==> src/rtl/sram_like_data_slave.sv <==
// sram_like_data_slave: sram_like data-side responder driving a synchronous single-port RAM
module sram_like_data_slave #(
    parameter int RAM_AW    = 16,
    parameter int RAM_LAT   = 1,
    parameter int MAX_OUT   = 2,
    parameter int ADDR_WAIT = 0
) (
    input  logic              clk,
    input  logic              reset,
    input  logic              data_req,
    input  logic              data_wr,
    input  logic [1:0]        data_size,
    input  logic [31:0]       data_addr,
    input  logic [31:0]       data_wdata,
    output logic              data_addr_ok,
    output logic [31:0]       data_rdata,
    output logic              data_data_ok,
    output logic              ram_en,
    output logic [3:0]        ram_wen,
    output logic [RAM_AW-1:0] ram_addr,
    output logic [31:0]       ram_wdata,
    input  logic [31:0]       ram_rdata
);
    localparam int WW = ADDR_WAIT > 1 ? $clog2(ADDR_WAIT) : 1;

    if (RAM_LAT < 1 || RAM_LAT > 4) begin : g_bad_lat
        $error("RAM_LAT must be in 1..4");
    end
    if (MAX_OUT < 1 || MAX_OUT > 4) begin : g_bad_out
        $error("MAX_OUT must be in 1..4");
    end

    typedef enum logic [1:0] {IDLE, STALL, READY} state_t;

    state_t             state, state_nx;
    logic [WW-1:0]      wcnt, wcnt_nx;
    logic [2:0]         cnt;
    logic [RAM_LAT-1:0] vld, wrp;
    logic [3:0]         be;
    logic               fsm_ready, acc;
    logic               unused_addr;

    assign unused_addr = ^{data_addr[31:RAM_AW+2]};

    // the last stall cycle (wcnt == 0) already counts as ready so exactly ADDR_WAIT cycles are inserted
    assign fsm_ready    = ADDR_WAIT == 0 || state == READY || (state == STALL && wcnt == '0);
    assign data_addr_ok = !reset && data_req && fsm_ready && (cnt < 3'(MAX_OUT) || data_data_ok);
    assign acc          = data_req && data_addr_ok;

    always_comb begin
        state_nx = state;
        wcnt_nx  = wcnt;
        case (state)
            IDLE: if (data_req) begin
                state_nx = STALL;
                wcnt_nx  = WW'(ADDR_WAIT > 0 ? ADDR_WAIT - 1 : 0);
            end
            STALL: if (!data_req) state_nx = IDLE;
                   else if (wcnt == '0) state_nx = acc ? IDLE : READY;
                   else wcnt_nx = wcnt - 1'b1;
            READY: if (acc) state_nx = IDLE;
            default: state_nx = IDLE;
        endcase
        if (ADDR_WAIT == 0) state_nx = IDLE;
    end

    always_ff @(posedge clk or posedge reset) begin
        if (reset) begin
            state <= IDLE;
            wcnt  <= '0;
            cnt   <= '0;
            vld   <= '0;
            wrp   <= '0;
        end else begin
            state  <= state_nx;
            wcnt   <= wcnt_nx;
            cnt    <= cnt + 3'(acc && !data_data_ok) - 3'(data_data_ok && !acc);
            vld[0] <= acc;
            wrp[0] <= data_wr;
            for (int i = 1; i < RAM_LAT; i++) begin
                vld[i] <= vld[i-1];
                wrp[i] <= wrp[i-1];
            end
        end
    end

    assign be = data_size == 2'b00 ? 4'b0001 << data_addr[1:0] :
                data_size == 2'b01 && !data_addr[0] ? (data_addr[1] ? 4'b1100 : 4'b0011) :
                data_size == 2'b10 && data_addr[1:0] == 2'b00 ? 4'b1111 : 4'b0000;

    assign ram_en       = acc;
    assign ram_wen      = acc && data_wr ? be : 4'b0000;
    assign ram_addr     = acc ? data_addr[RAM_AW+1:2] : '0;
    assign ram_wdata    = acc ? data_wdata : '0;
    assign data_data_ok = vld[RAM_LAT-1];
    assign data_rdata   = data_data_ok && !wrp[RAM_LAT-1] ? ram_rdata : '0;
endmodule

==> config.mk <==
export PLATFORM = sky130hd
export DESIGN_NAME = sram_like_data_slave
export DESIGN_NICKNAME = d
export VERILOG_FILES = /design/src/rtl/sram_like_data_slave.sv
export SDC_FILE = /design/constraint.sdc
export NUM_CORES = 1
export LEC_CHECK = 0
export CAP_MARGIN = 20
export CORE_AREA = 2 2 73 75
export CTS_CLUSTER_SIZE = 40
export DETAILED_ROUTE_END_ITERATION = 10
export DIE_AREA = 0 0 75 77
export HOLD_SLACK_MARGIN = 0.02
export PLACE_DENSITY_LB_ADDON = 0.25
export REMOVE_ABC_BUFFERS = 1
export SYNTH_ARGS = -nofsm -noshare
export SYNTH_HDL_FRONTEND = slang
export SYNTH_SLANG_ARGS = --single-unit
export TNS_END_PERCENT = 5
==> constraint.sdc <==
create_clock -name clk -period 2.3 [get_ports clk]
set_input_delay 0.46 -clock clk [delete_from_list [all_inputs] [get_ports clk]]
set_output_delay 0.46 -clock clk [all_outputs]
set_load 0.02 [all_outputs]
== After elaboration in Yosys (flattened, before gate mapping) ==
Cells that the tools add are included.
Cells by class
  shift-type cells: 1
  equality and inequality tests: 2
  magnitude comparators: 1
  muxes and demuxes: 8
  add/subtract/negate cells: 2
  reductions and logical operators: 17
Operators with widths (number)
  2-to-1 mux 32 bit: 2
  2-to-1 mux 4 bit: 5
  2-to-1 mux 16 bit: 1
  logical AND 1 bit: 9
  logical NOT 1 bit: 5
  logical NOT 2 bit: 2
  left shift 1 x 2 -> 4 bit (first input constant): 1
  adder 3 x 1 -> 3 bit: 1
  < comparator 3 x 2 -> 1 bit (second input constant): 1
  subtractor 3 x 1 -> 3 bit: 1
  == test 2 x 1 -> 1 bit (second input constant): 1
  == test 2 bit (second input constant): 1
  logical OR 1 bit: 1
Storage, ports and cells
  register bits after elaboration: 5
  output and inout bits: 87
  logic and storage cells: 34
  bits of input ports: 102

== Longest topological paths before layout ==
Gate-level depths: netlist of the first run.
  word-level depth: 7
  mapped depth: 11
  gate-level depth less buffers: 10

== Worst setup path before layout of the first run ==
OpenSTA, ideal clock, no wires.
  path kind: input-to-output
  from: input reset
  to: output ram_wen[0]
  required time: 1840 ps
  stages on the path: 3
  buffers on the path: 0
  setup slack: -116 ps
  arrival: 1956 ps
  cell sequence: inv_1 -> o2111ai_2 -> a2111oi_0
Between the ends
  longest elaborated chain between the ends: 6
RTL lines
  start: declaration: line 9  | input logic reset,
  logical NOT 1 bit (no source line)
  logical AND 1 bit (2 in a row): line 47  | assign data_addr_ok = !reset && data_req && fsm_ready && (cnt < 3'(MAX_OUT) || data_data_ok);
  logical AND 1 bit: line 48  | assign acc = data_req && data_addr_ok;
  logical AND 1 bit: line 92  | assign ram_wen = acc && data_wr ? be : 4'b0000;
  2-to-1 mux 4 bit: line 92
  end: declaration: line 19  | output logic [3:0] ram_wen,
No other way between the ends.

== Worst setup path in the final report of the first run ==
  from: input data_wr
  to: output ram_wen[0]
Between the ends
  longest elaborated chain between the ends: 2
RTL lines
  start: declaration: line 11  | input logic data_wr,
  logical AND 1 bit: line 92
  2-to-1 mux 4 bit: line 92
No other way between the ends.

==> flow_summary.toml, run 1 <==
[synthesis]
synth_edf_count = 0
async_flop_share = 1.00
netlist_top_cells_count = "and2_1, clkbuf_1, inv_1"
synth-main-ff-cell = "dfrtp_1"
ys_warn_count = 0
synth_area_um2 = 877
synth_top_area_frac = 0.571
synth.distinct_cells = 21
synth_most_common_cell = "and2_1"
synth-seq-cells = 5
synth_top_area_cell = "and2_1"
avgSynthCellArea_um2 = 7.25
yosysSeqAreaShare = 0.143
synth_cells = 121
synthTopCellsByArea = "and2_1, dfrtp_1, ha_1"

[worst_setup_path]
worstPathRequired_ns = 1.84
r2r_start = "cnt[1]"
arrival_ns = 1.80
rrSetupSlack_ns = 0.13
rr_worst_depth = 11
start_kind = "input pin"
crit_start = "data_wr"
end_kind = "primary output"
endpoint = "ram_wen[0]"
worstPathMaxFanout = 2
critPathKind = "in2out"
r2r_end = "cnt[1]"

[placed_design]
dp_hpwl_mm = 3.88
place_area_mm2 = 0.00277
io_buffers = 174
place_congestion = 0.768
place_ws_ns = -0.382

[clock_network]
cts-buffers-inserted = 3
cts-root-buf = "clkbuf_8"
cts_tree = "done"
clock_sinks = 5
htreeDepth = 1
clk_path_buf_depth = 2
clkTransAtPathRegs_ns = 0.04
worstSkewPairLatency_ns = 0.22
hold_buffers = 0

[final_layout]
layout-drive-gt1-share = 0.0897
area_growth_pct = 219
nets = 408
fin_area_mm2 = 0.00280
num_antenna_cells = 0

[route]
wl_per_cell_um = 12.0
drtPass1Iterations = 2
first_iter_violations = 27
vias = 1478
final_antenna_net_count = 0
drc = 0
drt-vias-per-instance = 3.98
totalWireLength_mm = 4.44

[power]
p_leak_uw = 0.00137
p_total_uw = 1070
p_per_area_mw_per_mm2 = 382
irDropWorstVdd_mv = 0.211

[worst_hold_path]
hold_path_class = "in2async"

[timing]
period_share = 0.984
timing.final.ws_setup_ns = 0.0377
worstMarginPinSlew_ns = 0.314
finalHoldViolations = 0
hold-worst-slack_ns = 0.384
rsz0062_at_grt = "true"
slew_headroom = 0.790
setup_viol = 0
skew_ns = 0.00151
drv_slew = 0
post-route-min-period_ns = 2.26
fmax_mhz = 442

[grt]
track_usage = 0.150
grtUsageMet2 = 0.282
use_met1 = 0.139
grt_max_degree = 52
grt_pass1_vias = 1458
grt_pass1_wl_mm = 6.75
grt-busiest-layer = "met2"
antenna_found_initial = 0
grt_overflow = 0
grt_util_met3 = 0.0657

[die]
rows = 26
coreArea_mm2 = 0.00498
die_h_um = 77
die_area_mm2 = 0.00578
io_pins = 189
fp.dieW_um = 75
initial_core_util = 0.176

[outcome]
status = "finished, final reports clean"

[job]
cap_violations = 0
-- layout by cell type (no fill, tap or decap), drive strengths merged --
| cell | instances |
|---|---|
| o21ai | 2 |
| nor3b | 1 |
| or3b | 1 |
| clkdlybuf4s50 | 116 |
| inv | 7 |
| o211a | 2 |
| nor3 | 1 |
| a21oi | 1 |
| buf | 11 |
| clkbuf | 6 |
| nand2b | 1 |
| and2 | 80 |
| fa | 1 |
| dfrtp | 5 |
| a211oi | 1 |
| nand3b | 1 |
| o2111ai | 1 |
| dlymetal6s2s | 2 |
| clkdlybuf4s15 | 10 |
| dlygate4sd2 | 43 |
| xor2 | 2 |
| a2111oi | 1 |
| and2b | 1 |
| ha | 3 |
| o21ba | 1 |
-- worst min path at each step --
stage / endpoint / slack, ns
floorplan: cnt[0] / 0.27
global placement: cnt[0] / 0.46
detailed placement: cnt[0] / 0.47
CTS: cnt[2] / 0.37
global route: cnt[2] / 0.40
finish: cnt[2] / 0.38
-- stage by stage --
step | TNS [ns] | utilization | instances
floorplan | -0.703 | - | 113
global placement | -16.77 | 0.556 | 366
detailed placement | -16.53 | 0.556 | 366
CTS | -0.00989 | 0.556 | 370
global route | -0.0554 | 0.562 | 371
finish | 0 | 0.562 | 371
-- registers in the layout, summed over array words and instances, names as in the netlist --
signal and cells:
cnt 3, data_data_ok 1, wrp 1
-- where the power goes --
| part | total (uW) | internal [uW] | switching, uW |
|---|---|---|---|
| clock network | 162 | 119 | 43.0 |
| logic | 770 | 418 | 352 |
| registers | 136 | 123 | 12.9 |
-- cell families after synthesis --
logic type | count (synthesis) | share of synthesized area
AOI/OAI and AO/OA | 9 | 0.0870
xor gates and xnor gates | 2 | 0.0200
adders and majority gates | 4 | 0.0656
buffers and inverters | 15 | 0.0656
DFF | 5 | 0.143
and+or+nand+nor | 86 | 0.619
-- routing by layer --
metal / up-vias / share of wire
li1: 732 / -
met1: 626 / 0.31
met2: 115 / 0.51
met3: 5 / 0.16
met4: 0 / 0.012
met5: - / 0
-- final cells by class --
| cell class | instances | area [um^2] |
|---|---|---|
| inverters | 7 | 26.3 |
| fillers | 483 | 2180 |
| multi-input cells | 101 | 714 |
| flip-flops and latches | 5 | 125 |
| well taps | 70 | 87.6 |
| clock buffers | 4 | 45.0 |
| repair buffers | 184 | 1800 |
-- what timing repair did --
item | 4_1_cts | 5_1_grt
endpoints found under the hold margin | 0 | 0
resized for setup | 76 | 12
buffers inserted | 0 | 0
pin swaps | 1 | 0
cloned | 0 | 1
endpoints found under the setup margin | 56 | 54
-- critical path, cell delays in order --
cell,delay (ns)
clkdlybuf4s50_1,0.49
o2111ai_2,0.14
a2111oi_1,0.38
clkdlybuf4s15_2,0.33
(Power assumes the default switching activity.)
==> inputs of run 2 (changes only) <==
--- a/config.mk
+++ b/config.mk
@@ -17,3 +17,2 @@
 export SYNTH_HDL_FRONTEND = slang
 export SYNTH_SLANG_ARGS = --single-unit
-export TNS_END_PERCENT = 5
==> constraint.sdc (replaced) <==
create_clock -name clk -period 2.3 [get_ports clk]
set_input_delay 0.46 -clock clk [delete_from_list [all_inputs] [get_ports clk]]
set_output_delay 0.46 -clock clk [all_outputs]
set_load 0.1 [all_outputs]
==> run 2 against run 1 <==
  * Utilization is 22 points higher
  * Largest power group unchanged
  * Wire length is 30% higher
  * Cell count is 1.9% higher
  * Sequential power is 5% higher
  * Clock-buffer cell count stayed put
  * Critical path depth is 3 higher
  * Register-to-register slack better by 0.12 ns
  * Final area is 39% higher
==> flow_summary.toml, run 2 (same netlist as run 1, synthesis figures left out) <==
[outcome]
status = "finished, final reports clean"

[timing]
skew_ns = 0.00134
rsz0062_at_grt = "true"
post-route-min-period_ns = 2.28
slew_headroom = 0.797
finalHoldViolations = 0
period_share = 0.990
fmax_mhz = 439
drv_slew = 0
hold-worst-slack_ns = 0.481
timing.final.ws_setup_ns = 0.0234
worstMarginPinSlew_ns = 0.303
setup_viol = 0
setup_tns_ns = 0

[die]
die_h_um = 77
rows = 26
die_area_mm2 = 0.00578
coreArea_mm2 = 0.00498
initial_core_util = 0.176
fp.dieW_um = 75
io_pins = 189

[worst_setup_path]
crit_start = "reset"
crit_chain = "clkdlybuf4s50_1, inv_2, o211a_1, buf_6, buf_12, and2_1, buf_12"
critPathKind = "in2out"
end_kind = "primary output"
slowest_delay_ns = 0.42
path_common_cell = "buf_12"
worstPathRequired_ns = 1.84
r2r_end = "cnt[2]"
arrival_ns = 1.82
worstPathMaxFanout = 22
rrSetupSlack_ns = 0.25
start_kind = "input pin"
critical_path.slowest_cell = "clkdlybuf4s50_1"
rr_worst_depth = 10
r2r_start = "cnt[1]"

[placed_design]
io_buffers = 174
place_congestion = 0.770
place_area_mm2 = 0.00366
place_ws_ns = -0.0917
dp_hpwl_mm = 4.87

[route]
vias = 1562
drc = 0
drt-vias-per-instance = 4.13
totalWireLength_mm = 5.77
first_iter_violations = 23
wl_per_cell_um = 15.3
final_antenna_net_count = 0
drtPass1Iterations = 2

[clock_network]
cts-root-buf = "clkbuf_8"
htreeDepth = 1
clkTransAtPathRegs_ns = 0.03
clock_sinks = 5
clk_path_buf_depth = 2
cts_tree = "done"
hold_buffers = 0
worstSkewPairLatency_ns = 0.22
cts-buffers-inserted = 3

[grt]
grt_pass1_wl_mm = 7.97
antenna_found_initial = 0
grt_pass1_vias = 1624
track_usage = 0.179
grt_overflow = 0
grt_max_degree = 33

[worst_hold_path]
holdPathStages = 1
whs_endpoint = "cnt[0]"
hold_start = "cnt[0]"
hold_path_class = "reg2reg"

[final_layout]
num_antenna_cells = 0
area_growth_pct = 343
nets = 415
final_cell_mix = "buf_12, clkdlybuf4s50_1, and2_1"
layout-drive-gt1-share = 0.477
largest_register = "cnt"
mostFrequentLayoutCell = "buf_12"
fin_area_mm2 = 0.00388
largest_register_ff_count = 3

[power]
irDropWorstVdd_mv = 0.388
p_per_area_mw_per_mm2 = 561
p_leak_uw = 0.00166
p_total_uw = 2180

[job]
cap_violations = 0
## run 2: cell count changes in the layout (fill, tap and decap cells not counted), sizes merged
cell / previous run / this run
dlygate4sd2: 43 / 1
buf: 11 / 103
clkbuf: 6 / 5
clkdlybuf4s15: 10 / 0
clkdlybuf4s50: 116 / 84
## run 2: final cells by class
type	instances	area, um^2
clock buffer	4	45.0
sequential	5	125
inverter	7	26.3
fill	287	1090
multi-input combinational	101	816
timing repair buffer	191	2790
tap	70	87.6
## run 2: through the flow
step,std cells,utilization
floorplan,113,-
global placement,371,0.736
detailed placement,371,0.736
CTS,375,0.750
global route,378,0.781
finish,378,0.781
## run 2: how the worst max path moves through the flow
| stage | depth (start not counted) | slack (ns) | end |
|---|---|---|---|
| floorplan | 2 | -4.10 | ram_wen[0] |
| global placement | 5 | -0.1 | ram_wen[0] |
| detailed placement | 10 | -0.09 | cnt[2] |
| CTS | 7 | 0.005 | ram_wdata[13] |
| global route | 7 | -0.03 | ram_wdata[24] |
| finish | 7 | 0.02 | ram_wdata[16] |
## run 2: worst max-delay path: cells and delay by family
| kind | cells | cell delay [ns] |
|---|---|---|
| AND/OR/NAND/NOR | 1 | 0.18 |
| buffers and inverters | 5 | 0.98 |
| AO/OA/AOI/OAI | 1 | 0.19 |
## run 2: layer usage
layer / track usage / up-vias / routed length (um)
met3: 0.0802 / 6 / 822
li1: - / 745 / -
met2: 0.350 / 120 / 3120
met1: 0.158 / 691 / 1760
met4: 0.0446 / 0 / 67
met5: 0 / - / 0
## run 2: report_power, final
part	internal (uW)	switching [uW]	total, uW
sequential	123	19.5	143
clock	119	38.0	157
combinational	754	1130	1880
total	995	1180	2180
## run 2: what timing repair did
action	in CTS	in global routing
gates resized for setup	9	40
gates cloned	0	1
endpoints found under the setup margin	46	52
setup buffers	0	2
hold endpoints to repair	0	0
pin swaps	2	3
==> inputs of run 3 (changes only) <==
- CORE_AREA: 2 2 73 75 -> not set
- CORE_MARGIN: not set -> 5
- CORE_UTILIZATION: not set -> 18
- DIE_AREA: 0 0 75 77 -> not set
- clock period: 2.3 -> 2.25 ns (I/O delays scaled with it)
==> run 3 against run 2 <==
  * Clock skew decreased by 0.00073 ns
  * Critical endpoint is now ram_wen[1]
  * Critical path type unchanged
  * Highest routed layer unchanged
  * Combinational power shrank 2%
  * Sequential share of layout area rose by 0.12 points
==> flow_summary.toml, run 3 (same netlist as run 1, synthesis figures left out) <==
[placed_design]
place_congestion = 0.758
dp_hpwl_mm = 5.06
io_buffers = 174
dp.cells = 366

[power]
pwr-share-seq = 0.068
p_clk_frac = 0.077
pwr-share-comb = 0.855
p_sw_uw = 1200
p_leak_uw = 0.00159
swShare = 0.557
p_per_area_mw_per_mm2 = 574
irDropWorstVdd_mv = 0.511
p_int_uw = 952

[worst_setup_path]
r2r_end = "cnt[2]"
crit_start = "reset"
endpoint = "ram_wen[1]"
worstPathMaxFanout = 4
slowest_delay_ns = 0.41
critPathKind = "in2out"
crit_buf_inv = 5
end_kind = "primary output"
critPathTopFamily = "buffers and inverters"
critical_path.slowest_cell = "clkdlybuf4s50_1"
worstPathRequired_ns = 1.80
start_kind = "input pin"
rr_worst_depth = 10
worst-path-stages = 7
r2r_start = "cnt[1]"
crit_chain = "clkdlybuf4s50_1, inv_2, o2111ai_4, buf_6, nor3_1, buf_4, buf_12"
rrSetupSlack_ns = 0.16
arrival_ns = 1.77

[clock_network]
cts_tree = "done"
worstSkewPairLatency_ns = 0.22
cts-buffers-inserted = 3
htreeDepth = 1
clkTransAtPathRegs_ns = 0.03
cts-root-buf = "clkbuf_8"
clk_path_buf_depth = 2
cts_setup_buffers = 0
clock_sinks = 5

[die]
io_pins = 189
rows = 25
initial_core_util = 0.186
die_h_um = 79.8
coreArea_mm2 = 0.00472
fp.dieW_um = 79.8
die_area_mm2 = 0.00637

[route]
drc = 0
drtPass1Iterations = 4
vias = 1538
first_iter_violations = 15
final_antenna_net_count = 0
wl_per_cell_um = 14.7
drt-vias-per-instance = 4.16
totalWireLength_mm = 5.44

[final_layout]
nets = 410
num_antenna_cells = 0
largest_register = "cnt"
finalNonFillerCells = 370
largest_register_ff_count = 3
final_cell_mix = "buf_12, clkdlybuf4s50_1, and2_1"
area_growth_pct = 327
mostFrequentLayoutCell = "buf_12"
layout-drive-gt1-share = 0.366
final_util = 0.794

[grt]
antenna_found_initial = 0
track_usage = 0.157
grt_max_degree = 34
grt_pass1_vias = 1587
grt_overflow = 0
grt_pass1_wl_mm = 7.64

[timing]
post-route-min-period_ns = 2.22
finalHoldViolations = 0
skew_ns = 0.000604
period_share = 0.985
rsz0062_at_grt = "true"
hold-worst-slack_ns = 0.436
slew_headroom = 0.808
drv_slew = 0
setup_tns_ns = 0
worstMarginPinSlew_ns = 0.287
fmax_mhz = 451
setup_viol = 0

[outcome]
status = "finished, final reports clean"

[worst_hold_path]
hold_path_class = "in2reg"

[job]
cap_violations = 0
-- run 3: cell types whose count changed in the layout (fill, tap and decap cells not counted), moves of 2 or more --
| cell | change |
|---|---|
| and2_1 | +31 |
| and2_4 | -31 |
| buf_4 | -3 |
| clkdlybuf4s50_1 | -2 |
| dlymetal6s2s_1 | +2 |
| o21ai_0 | +2 |
| o21ai_1 | -2 |
-- run 3: layer usage --
metal,wire [um],global-route usage,part of all wire,vias to the layer above
met2,2810,0.307,0.52,141
met3,924,0.106,0.17,16
met1,1560,0.124,0.29,647
met5,0,0,0,-
met4,143,0.0422,0.026,0
li1,-,-,-,734
-- run 3: worst min-delay path by stage --
stage | start | endpoint | slack (ns) | depth (start not counted)
floorplan | reset | cnt[0] | 0.26 | 1
global placement | cnt[0] | cnt[0] | 0.46 | 1
detailed placement | cnt[0] | cnt[0] | 0.47 | 1
CTS | cnt[0] | cnt[0] | 0.48 | 1
global route | data_wr | wrp | 0.43 | 1
finish | data_wr | wrp | 0.44 | 1
-- run 3: power groups by stage --
stage	logic, uW	registers, uW	clock network [uW]
floorplan	1030	164	0
global placement	1790	145	0
detailed placement	1810	146	0
CTS	1820	145	169
global route	1910	151	175
finish	1840	146	165
-- run 3: through the flow --
stage | cell area, um^2 | setup slack (ns) | power [uW]
2_1_floorplan | 846 | -4.14 | 1200
3_3_place_gp | 3620 | -0.0803 | 1940
3_5_place_dp | 3620 | -0.136 | 1960
4_1_cts | 3680 | -0.00510 | 2140
5_1_grt | 3750 | -0.0254 | 2230
6_report | 3750 | 0.0330 | 2150
-- run 3: cell type report --
cell class	instances	area, um^2
inverter	7	26.3
fill	282	975
timing repair buffer	186	2720
clock buffer	4	45.0
tap	67	83.8
multi-input combinational	101	746
sequential	5	125
-- run 3: repair_timing --
| item | CTS | global route |
|---|---|---|
| gates resized for setup | 6 | 15 |
| endpoints found under the setup margin | 35 | 53 |
| hold buffers | 0 | 0 |
| pin swaps | 2 | 3 |
